`src/rtl/nios_pio_freq_bank.sv`:
```
// Avalon-MM bank of NCH shadowed frequency/phase words with an atomic commit, optionally synchronised to sync_in.
// Define NIOS_PIO_FREQ_BANK_RAMP_EN to slew active words toward their targets by RAMP_STEP per cycle instead of jumping.
module nios_pio_freq_bank #(
  parameter int          NCH         = 2,
  parameter int          WIDTH       = 22,
  parameter logic [31:0] RESET_VALUE = 32'd593410,
  parameter int          ADDR_W      = 4
`ifdef NIOS_PIO_FREQ_BANK_RAMP_EN
  ,
  parameter int          RAMP_STEP   = 1024
`endif
) (
  input  logic                   clk,
  input  logic                   reset_n,
  input  logic [ADDR_W-1:0]      address,
  input  logic                   chipselect,
  input  logic                   write_n,
  input  logic [31:0]            writedata,
  input  logic                   sync_in,
  output logic [31:0]            readdata,
  output logic [NCH*WIDTH-1:0]   out_port,
  output logic                   update,
  output logic                   busy
);

  localparam logic [WIDTH-1:0]  RST_WORD  = RESET_VALUE[WIDTH-1:0];
  localparam logic [ADDR_W-1:0] CTRL_ADDR = ADDR_W'(NCH);
  localparam logic [ADDR_W-1:0] STAT_ADDR = ADDR_W'(NCH + 1);

`ifdef NIOS_PIO_FREQ_BANK_RAMP_EN
  typedef enum logic [1:0] {S_IDLE, S_ARMED, S_RAMP} state_t;
  localparam state_t S_GO = S_RAMP;
`else
  typedef enum logic [1:0] {S_IDLE, S_ARMED, S_APPLY} state_t;
  localparam state_t S_GO = S_APPLY;
`endif

  logic                        wr;
  logic                        ctrl_wr;
  logic                        go;
  logic                        armed;
  logic                        unused_wd;
  logic [NCH-1:0][WIDTH-1:0]   shadow_q;
  logic [NCH-1:0][WIDTH-1:0]   active_q;
  logic                        sync_mode_q;
  logic                        commit_q;
  logic                        abort_q;
  logic                        sync_q;
  logic                        update_q;
  state_t                      state_q;

  assign wr        = chipselect & ~write_n;
  assign ctrl_wr   = wr && (address == CTRL_ADDR);
  assign unused_wd = ^writedata;
  assign out_port  = active_q;
  assign update    = update_q;
  assign armed     = (state_q == S_ARMED);

`ifdef NIOS_PIO_FREQ_BANK_RAMP_EN
  logic [NCH-1:0][WIDTH-1:0] target_q;
  logic [NCH-1:0][WIDTH-1:0] ramp_d;

  assign busy = (state_q == S_ARMED) || (state_q == S_RAMP);

  // Clamp each move to the remaining distance so a channel never overshoots or wraps.
  always_comb begin
    ramp_d = target_q;
    for (int k = 0; k < NCH; k++) begin
      if (active_q[k] < target_q[k]) begin
        if (33'(target_q[k] - active_q[k]) > 33'(RAMP_STEP))
          ramp_d[k] = active_q[k] + WIDTH'(RAMP_STEP);
      end else if (active_q[k] > target_q[k]) begin
        if (33'(active_q[k] - target_q[k]) > 33'(RAMP_STEP))
          ramp_d[k] = active_q[k] - WIDTH'(RAMP_STEP);
      end
    end
  end
`else
  assign busy = (state_q == S_ARMED);
`endif

  // Control strobes are registered first, so a sync_in coinciding with the arming write is not seen by IDLE.
  always_comb begin
    go = 1'b0;
    case (state_q)
      S_IDLE:  go = commit_q & ~sync_mode_q;
      S_ARMED: go = ~abort_q & ((commit_q & ~sync_mode_q) | sync_q);
      default: go = 1'b0;
    endcase
  end

  always_comb begin
    readdata = '0;
    for (int k = 0; k < NCH; k++) begin
      if (address == ADDR_W'(k)) readdata = 32'(shadow_q[k]);
    end
    if (address == CTRL_ADDR)      readdata = {30'b0, sync_mode_q, 1'b0};
    else if (address == STAT_ADDR) readdata = {30'b0, busy, armed};
  end

  always_ff @(posedge clk) begin
    if (!reset_n) begin
      for (int k = 0; k < NCH; k++) begin
        shadow_q[k] <= RST_WORD;
        active_q[k] <= RST_WORD;
`ifdef NIOS_PIO_FREQ_BANK_RAMP_EN
        target_q[k] <= RST_WORD;
`endif
      end
      sync_mode_q <= 1'b0;
      commit_q    <= 1'b0;
      abort_q     <= 1'b0;
      sync_q      <= 1'b0;
      update_q    <= 1'b0;
      state_q     <= S_IDLE;
    end else begin
      for (int k = 0; k < NCH; k++) begin
        if (wr && (address == ADDR_W'(k))) shadow_q[k] <= writedata[WIDTH-1:0];
      end
      if (ctrl_wr) sync_mode_q <= writedata[1];
      commit_q <= ctrl_wr & writedata[0];
      abort_q  <= ctrl_wr & writedata[2];
      sync_q   <= sync_in;
      update_q <= 1'b0;
`ifdef NIOS_PIO_FREQ_BANK_RAMP_EN
      if (go) target_q <= shadow_q;
`endif
      case (state_q)
        S_IDLE: begin
          if (go)            state_q <= S_GO;
          else if (commit_q) state_q <= S_ARMED;
        end
        S_ARMED: begin
          if (abort_q)       state_q <= S_IDLE;
          else if (go)       state_q <= S_GO;
        end
`ifdef NIOS_PIO_FREQ_BANK_RAMP_EN
        S_RAMP: begin
          active_q <= ramp_d;
          if (ramp_d == target_q) begin
            update_q <= 1'b1;
            state_q  <= S_IDLE;
          end
        end
`else
        S_APPLY: begin
          active_q <= shadow_q;
          update_q <= 1'b1;
          state_q  <= S_IDLE;
        end
`endif
        default: state_q <= S_IDLE;
      endcase
    end
  end

endmodule

```
`config.mk`:
```
export PLATFORM = sky130hd
export DESIGN_NAME = nios_pio_freq_bank
export DESIGN_NICKNAME = d
export VERILOG_FILES = /design/src/rtl/nios_pio_freq_bank.sv
export SDC_FILE = /design/constraint.sdc
export NUM_CORES = 1
export LEC_CHECK = 0
export CAP_MARGIN = 15
export CORE_MARGIN = 2
export CORE_UTILIZATION = 50
export DETAILED_ROUTE_END_ITERATION = 10
export DONT_BUFFER_PORTS = 1
export GPL_ROUTABILITY_DRIVEN = 0
export PLACE_DENSITY_LB_ADDON = 0.08
export SETUP_SLACK_MARGIN = 0.5
export SYNTH_ARGS = -nofsm -noshare
export SYNTH_HDL_FRONTEND = slang
export SYNTH_SLANG_ARGS = --single-unit
```
`constraint.sdc`:
```
create_clock -name clk -period 1.9 [get_ports clk]
set_clock_uncertainty 0.2 [all_clocks]
set_input_delay 0.095 -clock clk [delete_from_list [all_inputs] [get_ports clk]]
set_output_delay 0.095 -clock clk [all_outputs]
set_load 0.01 [all_outputs]
```
======== After elaboration in Yosys (flattened, before gate mapping) ========
Cells that the tools add are included.
operators by class
  eq/ne operators ......................... 7
  multiplexer cells ....................... 11
  bitwise operators ....................... 9
  reduce and logical (&&, ||, !) cells .... 6
operators by type and width
  operator              number
  $mux W32              3
  $mux W22              1
  $eq A4 B2 Y1 const B  2
  $mux W2               4
  $and A1 B1 Y1         5
  $eq A4 B1 Y1 const B  1
  $logic_not A4 Y1      1
  $pmux W2 S2           1
  $logic_and A1 B1 Y1   3
  $ne A3 B1 Y1 const B  1
  $ne A3 B3 Y1 const B  1
  $not A1 Y1            3
  $eq A2 B1 Y1 const B  1
  $eq A2 B2 Y1 const B  1
  $logic_not A2 Y1      1
  $pmux W1 S2           1
  $reduce_and A2 Y1     1
  $mux W1               1
  $or A1 B1 Y1          1
storage, ports and cells
  register bits after elaboration ......... 95
  input port bits ......................... 41
  output and inout port bits .............. 78
  word-level logic and storage cells ...... 43

======== Longest topological paths before layout ========
  depth after elaboration ................. 8
  depth in mapped cells ................... 5
  depth with buffers taken out ............ 3

======== Worst setup path after synthesis ========
No wires, ideal clock.
  path kind ............................... input-to-reg
  from .................................... input address[3]
  to ...................................... register shadow_q[38] (netlist name)
  setup time .............................. 0.121 ns
  arrival ................................. 1.432 ns
  required time ........................... 1.579 ns
  setup slack ............................. 0.147 ns
  stages on the path ...................... 5
  path buffers ............................ 2
  path through ............................ or4b_4 > or3b_1 > buf_6 > buf_12 > mux2i_1
on the way
  word-level cells in the longest chain between the ends .. 2
ends and longest elaborated chain
  what                             line  text
  from (decl)                      15    input logic [ADDR_W-1:0] address,
  $eq A4 B1 Y1                     118   if (wr && (address == ADDR_W'(k))) shadow_q[k] <= writedata[WIDTH-1:0];
  $logic_and A1 B1 Y1              118
  to (signal, indexed assignment)  118
  to (decl)                        43    logic [NCH-1:0][WIDTH-1:0] shadow_q;
No other way between the ends.
A chain may end at the register's enable or synchronous reset.

======== Worst setup path after layout ========
  from .................................... register state_q[0]
  to ...................................... output readdata[1]
on the way
  word-level cells in the longest chain between the ends .. 3
ends and longest elaborated chain
  what                    line  text
  from (decl)             50    state_t state_q;
  from (signal assigned)  115   state_q <= S_IDLE;
  from (signal assigned)  130   if (go) state_q <= S_GO;
  from (signal assigned)  131   else if (commit_q) state_q <= S_ARMED;
  $eq A2 B1 Y1            79    assign busy = (state_q == S_ARMED);
  named net busy          23    output logic busy
  $mux W32                98    else if (address == STAT_ADDR) readdata = {30'b0, busy, armed};
  $mux W32                97    if (address == CTRL_ADDR) readdata = {30'b0, sync_mode_q, 1'b0};
  to (decl)               20    output logic [31:0] readdata,
The timed path passes the listed nets, and every way through them passes these cells.

==> results.toml <==
[critical_path]
critPathMaxFanout = 3
critical_path_required_ns = 1.60
worstSetupEndpointType = "output port"
rr_worst_depth = 5
crit_type = "flip-flop to output port"
arrival_ns = 1.49
start_kind = "flip-flop"

[route]
final_antenna_net_count = 0
drt-pass1-iter-count = 4
remaining_drc_errors = 0
drt_iter0_markers = 92
vias = 3191
drt_wl_total_um = 10200
vias_per_cell = 5.27
drt-wirelength-per-cell_um = 16.8

[global_routing]
grt_pass1_wl_um = 16500
grt_max_degree = 64
antenna_found_initial = 0
grt_pass1_vias = 3288
overflow = 0
grtUsageTotal_pct = 24.5

[yosys]
synth_most_common_cell = "nand2_1"
synth-edff-count = 0
ys_types = 30
synthTopCellsByArea = "dfxtp_1 49%, nand2_1 14%, mux2i_1 12%"
ys_ff_latch = 95
synth_area_mm2 = 0.00391
yosys_warnings = 0
synth_cells = 434
ys_seq_area_share_pct = 48.7
yosys.area.top_type = "dfxtp_1"
synthTopCellsByCount = "142 x nand2_1, 95 x dfxtp_1, 45 x mux2i_1"
synth_top_area_share_pct = 48.7
synth_ff_type = "dfxtp_1"
synth.avg_cell_area_um2 = 9.01
async_reset_ff_share_pct = 0

[cells_and_area]
area_growth_pct = 30.0
layout.cells.non_filler = 605
nets = 539
drive_gt1_share_pct = 15.5
diodes = 0

[floorplanning]
initial_core_util_pct = 51.1
die_h_um = 92.4
dieArea_mm2 = 0.00854
die_width_um = 92.4
core-area_mm2 = 0.00765
io_pins = 119
core.rowCount = 32

[sta]
hold_violations = 66
fin_crit_ns = 1.79
setup_viol = 0
drv_slew = 0
fin_crit_sh_pct = 94.2
holdWs_ns = -0.306
fmax_mhz = 559
rsz0062_at_grt = "yes"
setup_tns_ns = 0

[power_and_ir_drop]
pwr_density_cell_mw_per_mm2 = 695
ir_drop_uv = 512
leakage_uw = 0.00198

[cts]
cts-root-buf = "clkbuf_8"
htreeDepth = 3
cts-hold-fix-buffers = 84
cts_buffer_depth = 2
clk_pin_slew_ns = 0.09
clock_latency_ns = 0.35
numCtsBuffers = 9
cts_tree = "built"
clkSinkCount = 95

[hold_path]
hold-path-cell-count = 2
hold_class = "primary input to flip-flop"

[placed_design]
place.port_buffers = 0
hpwl_um = 5460
dp_cells = 510

[flow_run]
max_cap_viol_count = 0

[run_status]
status = "finished, violations left"
violations = "negative hold slack"
==> worst paths after layout <==
path                                 start                        end  slack, ns
hold reg to reg   shadow_q[6]$_SDFFE_PN0P_   shadow_q[6]$_SDFFE_PN0P_       0.26
setup / recovery   state_q[0]$_SDFFE_PN0P_                readdata[1]       0.11
hold / removal                     reset_n  shadow_q[20]$_SDFFE_PN0P_      -0.31
setup reg to reg   state_q[0]$_SDFFE_PN0P_  out_port[11]$_SDFFE_PN1P_       0.47
==> final cells by class <==
type                            instances  area (um^2)
Fill cell                             671         2560
Sequential cell                        95         1940
Multi-Input combinational cell        304         1880
Timing Repair Buffer                   88          932
Tap cell                              102          128
Clock buffer                            9          124
Clock inverter                          7         73.8
==> sequential cells by signal, summed over array words and instances (netlist names) <==
signal / flops
out_port: 44
shadow_q: 44
state_q: 2
abort_q: 1
commit_q: 1
sync_mode_q: 1
sync_q: 1
update: 1
==> logic make-up (layout without fill, tap and decap cells) <==
family,count (synthesis),in the layout,synth area share [%]
AO/OA/AOI/OAI,57,57,11.6
other,1,10,0.0959
flip-flops,95,95,48.7
AND/OR/NAND/NOR,191,191,21.6
buffers and inverters,44,104,5.92
multiplexers,46,46,12.1
==> where the power goes <==
part / switching (uW) / leakage [uW] / internal (uW)
clock: 711 / 0.0000875 / 608
combinational: 90.9 / 0.00112 / 118
sequential: 7.23 / 0.000780 / 2000
==> metrics by stage <==
stage	area [um^2]	hold WS, ns	setup WS (ns)	total power [uW]	utilization [%]
after global placement	3990	-0.0249	0.184	2150	52.2
after detailed placement	3990	-0.0189	0.165	2150	52.2
after global routing	5080	-0.315	0.0639	3680	66.5
after CTS	5100	-0.158	0.0848	3560	66.7
after floorplan	4010	0.0113	0.170	2180	-
final	5080	-0.306	0.111	3530	66.5
==> metal layers <==
metal	vias to the layer above	GRT usage, %	wire, um
met1	1561	30.2	4450
li1	1551	-	-
met5	-	0	0
met4	0	6.59	88
met3	8	6.51	535
met2	71	42.4	5090
==> worst max-delay path: stages, from the launching register on <==
cell and delay [ns]:
dfxtp_4 0.35, nor2b_4 0.14, mux4_2 0.48, nor3b_4 0.18
==> what timing repair did <==
action                                 4_1_cts  5_1_grt
gates cloned                                 1        0
pin swaps                                    0        1
endpoints found under the hold margin       95       64
resized for setup                            9       38
setup buffers                                1        5
setup endpoints to repair                   33       83
==> placed cells by master (no fill, tap or decap), types with 2 or more instances in the layout <==
cell type	netlist	layout
dfxtp_1	95	63
buf_4	11	11
and2_1	2	2
clkinvlp_4	0	4
dlymetal6s4s_1	0	5
buf_12	1	3
mux2i_1	45	45
nor2b_4	0	2
dlygate4sd3_1	0	66
a22o_1	20	20
nor2b_1	22	20
a21boi_0	32	31
conb_1	1	10
nand2_1	142	142
buf_16	0	2
and3_1	2	2
clkbuf_8	0	9
nand3_1	12	12
dfxtp_2	0	31
(Power assumes the default switching activity.)
